## src/rtl/clock_divider_prog.sv

```systemverilog
// Programmable clock divider: divides In_clk by a run-time period P with high
// time H. The Out_clk and tick outputs are registered. A new P/H is held in
// shadow registers and switched in only at a period boundary, so the output
// never shows a runt pulse.
module clock_divider_prog #(
    parameter int WIDTH       = 8,
    parameter int DEFAULT_DIV = 8
) (
    input  logic             In_clk,
    input  logic             reset,
    input  logic             en,
    input  logic             load,
    input  logic [WIDTH-1:0] div_in,
    input  logic [WIDTH-1:0] high_in,
    output logic             Out_clk,
    output logic             tick,
    output logic             pending
);

    localparam logic [WIDTH-1:0] DEF_P = WIDTH'(DEFAULT_DIV);
    localparam logic [WIDTH-1:0] DEF_H = WIDTH'(DEFAULT_DIV / 2);

    logic [WIDTH-1:0] cnt_q,     cnt_d;
    logic [WIDTH-1:0] per_q,     per_d;
    logic [WIDTH-1:0] high_q,    high_d;
    logic [WIDTH-1:0] sh_per_q,  sh_per_d;
    logic [WIDTH-1:0] sh_high_q, sh_high_d;
    logic             pend_q,    pend_d;
    logic             out_q,     out_d;
    logic             tick_q,    tick_d;

    logic [WIDTH-1:0] cnt_inc;
    logic             at_end;
    logic [WIDTH-1:0] new_per;
    logic [WIDTH-1:0] new_high;

    // The period must be at least 2 so that there is both a high and a low phase.
    function automatic logic [WIDTH-1:0] clamp_per(input logic [WIDTH-1:0] p);
        return (p < WIDTH'(2)) ? WIDTH'(2) : p;
    endfunction

    // The high time lies in 1..P-1. P must already be clamped.
    function automatic logic [WIDTH-1:0] clamp_high(input logic [WIDTH-1:0] p,
                                                    input logic [WIDTH-1:0] h);
        logic [WIDTH-1:0] hh;
        hh = (h == '0) ? WIDTH'(1) : h;
        if (hh >= p) hh = p - WIDTH'(1);
        return hh;
    endfunction

    // cnt never exceeds P-1 <= 2^WIDTH-2, so cnt+1 cannot wrap.
    assign cnt_inc  = cnt_q + WIDTH'(1);
    assign at_end   = (cnt_q == per_q - WIDTH'(1));
    assign new_per  = clamp_per(sh_per_q);
    assign new_high = clamp_high(new_per, sh_high_q);

    // Next-state logic: advance the counter, apply the shadow at boundaries, capture loads.
    always_comb begin
        cnt_d     = cnt_q;
        per_d     = per_q;
        high_d    = high_q;
        sh_per_d  = sh_per_q;
        sh_high_d = sh_high_q;
        pend_d    = pend_q;
        out_d     = out_q;
        tick_d    = 1'b0;
        if (en) begin
            if (at_end) begin
                cnt_d  = '0;
                out_d  = 1'b1;
                tick_d = 1'b1;
                if (pend_q) begin
                    per_d  = new_per;
                    high_d = new_high;
                    pend_d = 1'b0;
                end
            end else begin
                cnt_d = cnt_inc;
                out_d = (cnt_inc < high_q);
            end
        end
        // A load on a boundary edge is applied at the next boundary, not this one.
        if (load) begin
            sh_per_d  = div_in;
            sh_high_d = high_in;
            pend_d    = 1'b1;
        end
    end

    // State registers. Reset discards any pending configuration.
    always_ff @(posedge In_clk or posedge reset) begin
        if (reset) begin
            cnt_q     <= DEF_P - WIDTH'(1);
            per_q     <= DEF_P;
            high_q    <= DEF_H;
            sh_per_q  <= '0;
            sh_high_q <= '0;
            pend_q    <= 1'b0;
            out_q     <= 1'b0;
            tick_q    <= 1'b0;
        end else begin
            cnt_q     <= cnt_d;
            per_q     <= per_d;
            high_q    <= high_d;
            sh_per_q  <= sh_per_d;
            sh_high_q <= sh_high_d;
            pend_q    <= pend_d;
            out_q     <= out_d;
            tick_q    <= tick_d;
        end
    end

    assign Out_clk = out_q;
    assign tick    = tick_q;
    assign pending = pend_q;

endmodule
```

## config.mk

```make
export PLATFORM = sky130hd
export DESIGN_NAME = clock_divider_prog
export DESIGN_NICKNAME = d
export VERILOG_FILES = /design/src/rtl/clock_divider_prog.sv
export SDC_FILE = /design/constraint.sdc
export NUM_CORES = 1
export LEC_CHECK = 0
export BUFFER_PORTS_ARGS = -buffer_cell sky130_fd_sc_hd__buf_2
export CAP_MARGIN = 15
export CORE_UTILIZATION = 64
export CTS_CLUSTER_SIZE = 10
export DETAILED_ROUTE_END_ITERATION = 6
export PLACE_DENSITY = 0.91
export SLEW_MARGIN = 20
export SYNTH_ARGS = -nofsm -noshare
export SYNTH_HDL_FRONTEND = slang
export SYNTH_SLANG_ARGS = --single-unit
```

## constraint.sdc

```tcl
create_clock -name In_clk -period 4.9 [get_ports In_clk]
set_input_delay 1.47 -clock In_clk [delete_from_list [all_inputs] [get_ports In_clk]]
set_output_delay 1.47 -clock In_clk [all_outputs]
set_load 0.05 [all_outputs]
```

# [Word-level counts from Yosys, hierarchy flattened]
# Cells that the tools add are included.
# Widths: inputs -> output; s select.
[totals] ff_bits=43 input_bits=20
[classes] addsub=3 magnitude_cmp=3 eq_ne=1 mux=10 reduce_logical=5
[ops] cell="$mux 8" n=4
[ops] cell="$sub 8x1->8 const B" n=2
[ops] cell="$add 8x1->8 const B" n=1
[ops] cell="$eq 8x8->1" n=1
[ops] cell="$ge 8x8->1" n=1
[ops] cell="$logic_not 8->1" n=1
[ops] cell="$lt 8x2->1 const B" n=1
[ops] cell="$lt 8x8->1" n=1
[ops] cell="$mux 1" n=6
[ops] cell="$reduce_bool 2->1" n=2
[ops] cell="$reduce_and 3->1" n=1
[ops] cell="$reduce_and 2->1" n=1

# [Logic depth before layout (Yosys ltp)]
[logic_depth] word_depth=5 depth_mapped=12 depth_no_buf=11

# [Worst setup path after synthesis]
# Ideal clock, no wire load.
[synth_timing] path_type="flip-flop to flip-flop" startpoint="register sh_per_q[2]" endpoint="register high_q[0]" arrival_ns=3.133 required_time_ns=4.775 setup_slack_ns=1.642 path_stages_with_launch=12 n_path_buf=0 synth_period_minus_slack_ns=3.258 cell_sequence="dfrtp_1 > nor4_1 > nand3_1 > o21ai_0 > inv_1 > ha_1 > nand2b_1 > a31oi_1 > o21ai_0 > a21oi_1 > mux2i_1 > mux2_2"
[synth_between] elab_chain_len=4 elab_cells_between_ends=5 cone_classes="add/sub (1); order compare (2); mux (2)"
[synth_rtl] item="start, declared" line="26" rtl="logic [WIDTH-1:0] sh_per_q, sh_per_d;"
[synth_rtl] item="start signal, assigned" line="105" rtl="sh_per_q <= sh_per_d;"
[synth_rtl] item="$lt 8x2->1 *" line="39" rtl="return (p < WIDTH'(2)) ? WIDTH'(2) : p;"
[synth_rtl] item="$mux 8 *" line="39"
[synth_rtl] item="named net new_per[0]" line="34" rtl="logic [WIDTH-1:0] new_per;"
[synth_rtl] item="$sub 8x1->8 or $ge 8x8->1 (tied branches)" line="47" rtl="if (hh >= p) hh = p - WIDTH'(1);"
[synth_rtl] item="$mux 8 *" line="47"
[synth_rtl] item="end signal, assigned" line="104" rtl="high_q <= high_d;"
[synth_rtl] item="end, declared" line="25" rtl="logic [WIDTH-1:0] high_q, high_d;"
# The timed path passes the listed nets; every way through them passes the cells marked *.
# A chain may end at the register's enable or synchronous reset.

# [Worst setup path in the final report]
# Ends and elaborated chain as after synthesis.

==> qor.yml <==
wl_um: 5220
area_growth_pct: 7.10
status: "completed"
min_period_ps: 3920
cts_root_buffer: "clkbuf_8"
via_count: 1855
port_buffers: 22
max_freq_mhz: 255
die_x_um: 65.2
startpoint: "sh_per_q[2]"
final_util_pct: 73.1
finalSetupTns_ps: 0
crit_top_cell: "o21ai_0"
reg2reg_depth: 11
rrSetupSlack_ps: 980
coreArea_um2: 3740
final.setup_skew_ps: 6.47
rsz0062_at_grt: "false"
highest_layer: "met4"
cts_hold_buf: 0
antenna_found_initial: 0
cts_resized: 0
gp_routability_congestion: 0.982
fillers: 271
finalHoldViolations: 0
critPathKind: "register to register"
dp_hpwl_um: 3910
hold_path_class: "register to register"
synth_flop_cell: "dfrtp_1"
hold_path_end: "Out_clk"
die-area_um2: 4250
mostFrequentLayoutCell: "dfrtp_1"
vdd_drop_max_mv: 0.419
pin_count: 23
synth_cell_type_count: 47
clk_latency_ps: 310
synth_edf_count: 0
p_per_area_nw_per_um2: 475
min_path_cells: 1
row_count: 22
routedWlPerCell_um: 17.3
h-tree-depth: 2
cts_tree: "done"
pre_cts_ws_ps: 1120
reg2reg_to: "high_q[0]"
synthCells: 235
track_usage_pct: 28.3
cpPeakStageDelay_ps: 740
cap_viol_max_count: 0
leakage_nw: 1.32
synth_fp_nets: 273
worst_pin_slew_ps: 914
crit_fanout: 8
antenna_cells: 0
start_kind: "register"
first_pass_iters: 4
async_reset_ff_share_pct: 100
post-cts-setup-buffers: 0
cts.reportedPaths.clkPinSlew_ps: 80
end_kind: "register"
yosysWarnings: 0
grt_pass1_wl_um: 8830
wl_met3_um: 245
path_cells: "nor4_1 -> nand3_1 -> o21ai_0 -> inv_1 -> ha_1 -> nand2b_1 -> a31oi_1 -> o21ai_0 -> a21oi_1 -> mux2i_1 -> mux2_2"
cts_max_path_buffers: 2
drive_gt1_share_pct: 26.8
max_slew_margin_pct: 39.0
avgSynthCellArea_um2: 10.9
drtIter0Drc: 105
arrival_ps: 4110
cp_data_required_time_ps: 5090
slew_viol_final: 0
start_util_pct: 68.2
dieHeight_um: 65.2
post_synth_instance_area_um2: 2550
synth_seq_cells: 43
synth_seq_area_share_pct: 42.4
crit_slowest_cell: "a21oi_1"
holdCritStartpoint: "Out_clk"
cp_num_buf_inv: 1
via_per_inst: 6.14
cts_sinks: 43
r2r-start: "sh_per_q[2]"
dr_wl_met2_um: 2600
fin_crit_sh_pct: 80.0
ant_nets: 0
drc: 0
layout.nets: 291
grt_pass1_vias: 1896
path_delay_family: "compound AO/OA/AOI/OAI gates"
m1WireLength_um: 2190
most-common-layout-cells: "38 x dfrtp_1, 22 x buf_2, 18 x ha_1"
cts_made_buffers: 5
overflow: 0
setup_viol: 0
setup_ws_ps: 980
grt_max_degree: 29
==> sequential cells by signal, summed over array words and instances, names as in the netlist <==
signal / cells
sh_per_q: 8
high_q: 8
tick: 1
sh_high_q: 8
per_q: 8
pending: 1
Out_clk: 1
cnt_q: 8
==> power breakdown <==
part / internal (W) / leakage (nW) / switching [W]
logic: 0.000258 / 0.765 / 0.000245
registers: 0.000465 / 0.507 / 0.000110
clock network: 0.0000975 / 0.0477 / 0.000123
total: 0.000821 / 1.32 / 0.000478
==> metal layers <==
metal / track usage, % / vias up
met2: 46.6 / 60
met1: 35.0 / 908
met3: 6.77 / 18
met5: 0 / -
li1: - / 869
met4: 13.3 / 0
==> worst max-delay path by stage <==
| stage | end | cells past startpoint |
|---|---|---|
| after floorplan | high_q[0] | 11 |
| after global placement | high_q[0] | 11 |
| after detailed placement | high_q[0] | 11 |
| after CTS | high_q[0] | 11 |
| after global routing | high_q[0] | 11 |
| final | high_q[0] | 11 |
==> area by class of cell <==
cell class	instances	area, um^2	share of cell area, %
clock buffers	5	68.8	2.52
repair buffers	23	118	4.30
multi-input cells	160	1320	48.1
inverters	20	75.1	2.74
flip-flops and latches	43	1080	39.6
clock inverters	3	15.0	0.549
well taps	48	60.1	2.20
==> kinds of logic after synthesis <==
group                      count (synthesis)  share of synthesized area [%]
buffers and inverters                     32                           6.07
adders and majority gates                 18                           8.82
and+or+nand+nor                           47                           9.80
muxes                                     35                           14.7
AOI/OAI and AO/OA                         41                           11.7
xor gates and xnor gates                  19                           6.52
DFF                                       43                           42.4
==> metrics by stage <==
stage               hold WS [ps]  instances  cell area (um^2)  power [W]
detailed placement           482        294              2650    0.00108
finish                       495        302              2740    0.00130
CTS                          499        302              2740    0.00130
global placement             472        294              2650    0.00105
global route                 508        302              2740    0.00139
floorplan                    462        235              2550   0.000977
==> synthesized netlist by cell type, types with 6 or more instances <==
library cell / n / area share [%]
nand3_1: 6 / 1.2
mux2i_1: 17 / 6.7
ha_1: 18 / 8.8
dfrtp_1: 38 / 37
inv_1: 18 / 2.6
nand2_1: 11 / 1.6
o21ai_0: 11 / 2.2
nor2_1: 6 / 0.88
xor2_1: 6 / 2.1
xnor2_1: 13 / 4.5
clkbuf_1: 9 / 1.3
mux2_2: 17 / 7.5
a22o_1: 7 / 2.4
(Power assumes the default switching activity.)
